===== src/rtl/letc_mem_arbiter.sv =====
// letc_mem_arbiter: shares the single SoC memory port between instruction fetch (port 0) and
// data (port 1). Round-robin grant, one outstanding transaction, optional response timeout.
module letc_mem_arbiter #(
   parameter int unsigned ADDR_W      = 32,
   parameter int unsigned DATA_W      = 32,
   parameter int unsigned TIMEOUT_CYC = 1024
) (
   input  logic                     clk,
   input  logic                     rst,
   input  logic [1:0]               req_valid,
   output logic [1:0]               req_ready,
   input  logic [1:0][ADDR_W-1:0]   req_addr,
   input  logic [1:0]               req_write,
   input  logic [1:0][DATA_W-1:0]   req_wdata,
   input  logic [1:0][DATA_W/8-1:0] req_wstrb,
   output logic [1:0]               rsp_valid,
   output logic [DATA_W-1:0]        rsp_rdata,
   output logic                     rsp_err,
   output logic                     mem_req_valid,
   input  logic                     mem_req_ready,
   output logic [ADDR_W-1:0]        mem_addr,
   output logic                     mem_write,
   output logic [DATA_W-1:0]        mem_wdata,
   output logic [DATA_W/8-1:0]      mem_wstrb,
   input  logic                     mem_rsp_valid,
   input  logic [DATA_W-1:0]        mem_rsp_rdata,
   input  logic                     mem_rsp_err,
   output logic                     busy
);

   localparam int unsigned STRB_W = DATA_W / 8;
   localparam int unsigned CNT_W  = (TIMEOUT_CYC > 1) ? $clog2(TIMEOUT_CYC) : 1;
   localparam bit          TIMEOUT_EN = (TIMEOUT_CYC != 0);
   // Last WAIT cycle index before the timeout fires; unused when the timeout is disabled.
   localparam logic [CNT_W-1:0] CNT_LAST = CNT_W'(TIMEOUT_CYC - 1);

   typedef enum logic [1:0] {
      StIdle,
      StIssue,
      StWait,
      StResp
   } state_e;

   state_e              state_q, state_d;
   logic                last_grant_q, last_grant_d;
   logic                grant_q, grant_d;
   logic [ADDR_W-1:0]   addr_q, addr_d;
   logic                write_q, write_d;
   logic [DATA_W-1:0]   wdata_q, wdata_d;
   logic [STRB_W-1:0]   wstrb_q, wstrb_d;
   logic [DATA_W-1:0]   rdata_q, rdata_d;
   logic                err_q, err_d;
   logic [CNT_W-1:0]    cnt_q, cnt_d;
   logic                pick;

   // Round-robin pick: a lone requester wins, a tie goes to the port not served last.
   always_comb begin
      pick = 1'b0;
      case (req_valid)
         2'b01:   pick = 1'b0;
         2'b10:   pick = 1'b1;
         2'b11:   pick = ~last_grant_q;
         default: pick = 1'b0;
      endcase
   end

   // Next-state logic and the combinational request acceptance.
   always_comb begin
      state_d      = state_q;
      last_grant_d = last_grant_q;
      grant_d      = grant_q;
      addr_d       = addr_q;
      write_d      = write_q;
      wdata_d      = wdata_q;
      wstrb_d      = wstrb_q;
      rdata_d      = rdata_q;
      err_d        = err_q;
      cnt_d        = cnt_q;
      req_ready    = '0;

      unique case (state_q)
         StIdle: begin
            // Nothing is accepted while reset is held, so a grant can never be lost.
            if ((|req_valid) && !rst) begin
               req_ready[pick] = 1'b1;
               grant_d         = pick;
               last_grant_d    = pick;
               addr_d          = req_addr[pick];
               write_d         = req_write[pick];
               wdata_d         = req_wdata[pick];
               wstrb_d         = req_wstrb[pick];
               state_d         = StIssue;
            end
         end
         StIssue: begin
            if (mem_req_ready) begin
               if (mem_rsp_valid) begin
                  rdata_d = mem_rsp_rdata;
                  err_d   = mem_rsp_err;
                  state_d = StResp;
               end else begin
                  state_d = StWait;
               end
            end
         end
         StWait: begin
            cnt_d = cnt_q + 1'b1;
            if (mem_rsp_valid) begin
               rdata_d = mem_rsp_rdata;
               err_d   = mem_rsp_err;
               state_d = StResp;
            end else if (TIMEOUT_EN && (cnt_q == CNT_LAST)) begin
               rdata_d = '0;
               err_d   = 1'b1;
               state_d = StResp;
            end
         end
         StResp: begin
            cnt_d   = '0;
            state_d = StIdle;
         end
         default: state_d = StIdle;
      endcase
   end

   // State and datapath registers with synchronous reset.
   always_ff @(posedge clk) begin
      if (rst) begin
         state_q      <= StIdle;
         last_grant_q <= 1'b1;
         grant_q      <= 1'b0;
         addr_q       <= '0;
         write_q      <= 1'b0;
         wdata_q      <= '0;
         wstrb_q      <= '0;
         rdata_q      <= '0;
         err_q        <= 1'b0;
         cnt_q        <= '0;
      end else begin
         state_q      <= state_d;
         last_grant_q <= last_grant_d;
         grant_q      <= grant_d;
         addr_q       <= addr_d;
         write_q      <= write_d;
         wdata_q      <= wdata_d;
         wstrb_q      <= wstrb_d;
         rdata_q      <= rdata_d;
         err_q        <= err_d;
         cnt_q        <= cnt_d;
      end
   end

   // Response pulse steered to the port that owns the transaction.
   always_comb begin
      rsp_valid = '0;
      if (state_q == StResp) begin
         rsp_valid[grant_q] = 1'b1;
      end
   end

   assign rsp_rdata     = rdata_q;
   assign rsp_err       = err_q;
   assign mem_req_valid = (state_q == StIssue);
   assign mem_addr      = addr_q;
   assign mem_write     = write_q;
   assign mem_wdata     = wdata_q;
   assign mem_wstrb     = wstrb_q;
   assign busy          = (state_q != StIdle);

endmodule


===== config.mk =====
export PLATFORM = sky130hd
export DESIGN_NAME = letc_mem_arbiter
export DESIGN_NICKNAME = d
export VERILOG_FILES = /design/src/rtl/letc_mem_arbiter.sv
export SDC_FILE = /design/constraint.sdc
export NUM_CORES = 1
export LEC_CHECK = 0
export CORE_ASPECT_RATIO = 1.5
export CORE_UTILIZATION = 40
export CTS_BUF_LIST = sky130_fd_sc_hd__clkbuf_8 sky130_fd_sc_hd__clkbuf_16
export DETAILED_ROUTE_END_ITERATION = 16
export GPL_ROUTABILITY_DRIVEN = 0
export GPL_TIMING_DRIVEN = 0
export PLACE_DENSITY = 0.91
export RECOVER_POWER = 100
export SYNTH_ARGS = -nofsm -noshare
export SYNTH_HDL_FRONTEND = slang
export SYNTH_SLANG_ARGS = --single-unit

===== constraint.sdc =====
create_clock -name clk -period 2.26 [get_ports clk]
set_input_delay 0.452 -clock clk [delete_from_list [all_inputs] [get_ports clk]]
set_output_delay 0.452 -clock clk [all_outputs]
set_load 0.02 [all_outputs]

==> metrics.txt <==
Core Region=about 0.013 sq mm; failing checks=setup timing; Mapped Cells=between 500 and 600; CP endpoint kind=output port; most common cell after layout, fill and taps aside=clkdlybuf4s50_1; Yosys warning count=0; Post-synth EDFFs=0; Die X=around 97 microns; largest net degree at the start of global routing=20; Post-synth top flop=dfxtp_1; Max IR drop VDD=between 400 and 500 uV; final net count=approximately 1,000; global-route wire length before repair=approximately 28,000 microns; reg2reg end=rsp_rdata[13]$_SDFFE_PP0P_; Antenna Violating Nets Remaining=0; antenna fix cells=0; register area=~0.0023 sq mm; status=finished with violations; CTS tree=yes; mapped cell area=between 0.005 and 0.006 sq mm; RR Startpoint=state_q[0]$_SDFFE_PP0P_; Layout area overhead=66.1%; pwr/cell area=957 mW/mm^2; worst rel slew slack=0.524; latest clock arrival within the worst-skew pair=about 0.4 ns; Seq cells post-synth=~120; # setup viols final=2; leakage=approximately 3.6 nW; fin crit period=2.31 ns; DR pass1 iterations=7; Max Clock Freq=about 430 MHz; dpl hpwl=about 14,000 microns; CP max FO=19; ratio of cells with drive above 1 in the final layout=0.162; Placed Instances=998; CTS sink cnt=roughly 120; DRC Markers=0; fin area=0.00909 sq mm; worst slack at placement=-0.815 ns; TritonCTS buffer count=17; io pins=around 290; Slew Viols, Final=0; worst setup margin=-0.0462 ns; R2R setup slack=0.06 ns; drt first-iter violations=133; Vias/cell=5.24; via count=~5,400; FF-to-FF path depth=9; WP data arrival=around 1.9 ns; gr ovfl total=0; Starting Density=0.408; Distinct cells, synth=40; Synth async-reset ratio=0; Setup crit start kind=primary input; worst-margin pin slew=0.715 ns; post-synthesis sequential area ratio=0.424; Overall Global Routing Usage=0.254; Worst-path clk slew=0.05 ns; area of the multi-input gates=~0.0028 sq mm; Routed WL=~18,000 microns; Syn Nets=approximately 740; RSZ-0062 raised after global routing=true; fillers=around 1,000; clock root buffer=clkbuf_16; routed len/inst=17.4 microns; Cell Count, Final, Fillers Out=~1,000; Worst Hold Class=flop to flop; Die Span Y=145 microns; Setup crit start=req_valid[1]; die area=about 0.014 sq mm; htree depth=4; vias in the first global route=5,579; worst setup path end=req_ready[1]; Period Utilization, post-route=1.02; # port buffers=283; critical path class=primary input to output port; row cnt=between 50 and 60; most frequent cells in the layout=clkdlybuf4s50_1 (176), dfxtp_1 (116), dlygate4sd3_1 (102); hold buffer count at cts=0; Synth Area per Inst=9.89 sq um; Clock Tree Buf Depth=2; # Max-Cap Violations=0; final hold vios=0; initial antenna violation count=0; Placed Area=between 0.008 and 0.009 sq mm; Worst EP required=between 1.5 and 2 ns; Worst Skew=about 0.0074 ns
[through the flow]
step | hold slack [ns] | setup TNS (ns) | util | power, W
global placement | 0.446 | -1.36 | 0.635 | 0.00613
detailed placement | 0.446 | -1.46 | 0.635 | 0.00622
global route | 0.466 | -3.02 | 0.678 | 0.00912
floorplan | 0.432 | 0 | - | 0.00463
CTS | 0.457 | -0.0539 | 0.681 | 0.00893
finish | 0.451 | -0.0582 | 0.678 | 0.00870
[repair_timing]
action,4_1_cts,5_1_grt
setup endpoints to repair,4,8
buffers inserted,1,0
resized for setup,15,6
hold endpoints to repair,0,0
[cells in the mapped netlist, types with 2 or more instances]
cell type    n  share of area
nand2b_1     2         0.0023
a211oi_1    71          0.097
o211ai_1    33          0.045
nand3_1      6         0.0055
a21oi_2     30          0.048
nand4_2      2         0.0046
dfxtp_1    116           0.42
xor2_1       6         0.0096
buf_12       3          0.011
inv_1        5         0.0034
buf_4        8          0.011
ha_1         5          0.011
nor2_1      78          0.054
nand3_2     30          0.055
mux2i_1     70           0.13
a21oi_1      8         0.0073
clkbuf_1    16          0.011
nand2_1      9         0.0062
buf_2       28          0.026
and2_1       4         0.0046
o21ai_0      2         0.0018
and3_1       3         0.0034
[final cells by class]
cell class | count | share of cell area
buffer | 55 | 0.0372
clock buffer | 22 | 0.0544
clock inverter | 8 | 0.0110
inverter | 5 | 0.00206
multi-input combinational | 376 | 0.307
sequential | 116 | 0.256
tap | 162 | 0.0223
timing repair buffer | 284 | 0.310
[power by group]
group	internal, W	switching, W
clock network	0.00175	0.000924
logic	0.00146	0.00183
registers	0.00249	0.000245
total	0.00570	0.00300
[cells by family after synthesis]
logic type,Yosys count,share of synthesized area
xor gates and xnor gates,7,0.0112
muxes,71,0.130
buffers and inverters,61,0.0640
AOI/OAI and AO/OA,150,0.209
and+or+nand+nor,143,0.150
adders and majority gates,5,0.0114
DFF,116,0.424
[registers in the layout, indices dropped and copies added, names as in the netlist]
register,flops
cnt_q,10
grant_q,1
last_grant_q,1
mem_addr,32
mem_wdata,32
mem_write,1
mem_wstrb,4
rsp_err,1
rsp_rdata,32
state_q,2
[metal layers]
layer / GRT usage / up-vias / wire length [microns]
met5: 0 / - / 0
met4: 0.115 / 0 / 516
met3: 0.0829 / 34 / 1240
met2: 0.464 / 246 / 9450
met1: 0.259 / 2492 / 6640
li1: - / 2618 / -
[how the worst min path moves through the flow]
stage / start / cells past startpoint / slack [ns] / to
after floorplan: last_grant_q$_SDFFE_PP1P_ / 2 / 0.43 / last_grant_q$_SDFFE_PP1P_
after global placement: rsp_rdata[14]$_SDFFE_PP0P_ / 2 / 0.45 / rsp_rdata[14]$_SDFFE_PP0P_
after detailed placement: rsp_rdata[6]$_SDFFE_PP0P_ / 2 / 0.45 / rsp_rdata[6]$_SDFFE_PP0P_
after CTS: rsp_rdata[6]$_SDFFE_PP0P_ / 2 / 0.46 / rsp_rdata[6]$_SDFFE_PP0P_
after global routing: rsp_rdata[16]$_SDFFE_PP0P_ / 2 / 0.47 / rsp_rdata[16]$_SDFFE_PP0P_
final: rsp_rdata[10]$_SDFFE_PP0P_ / 2 / 0.45 / rsp_rdata[10]$_SDFFE_PP0P_
[worst max-delay path, stage by stage]
cell	delay [ns]
clkdlybuf4s50_1	0.42
o21ba_2	0.25
and2_1	0.15
buf_2	0.14
buf_12	0.15
nand2_2	0.09
inv_1	0.04
buf_4	0.15
Note: power is estimated with default switching activity, not from simulation.
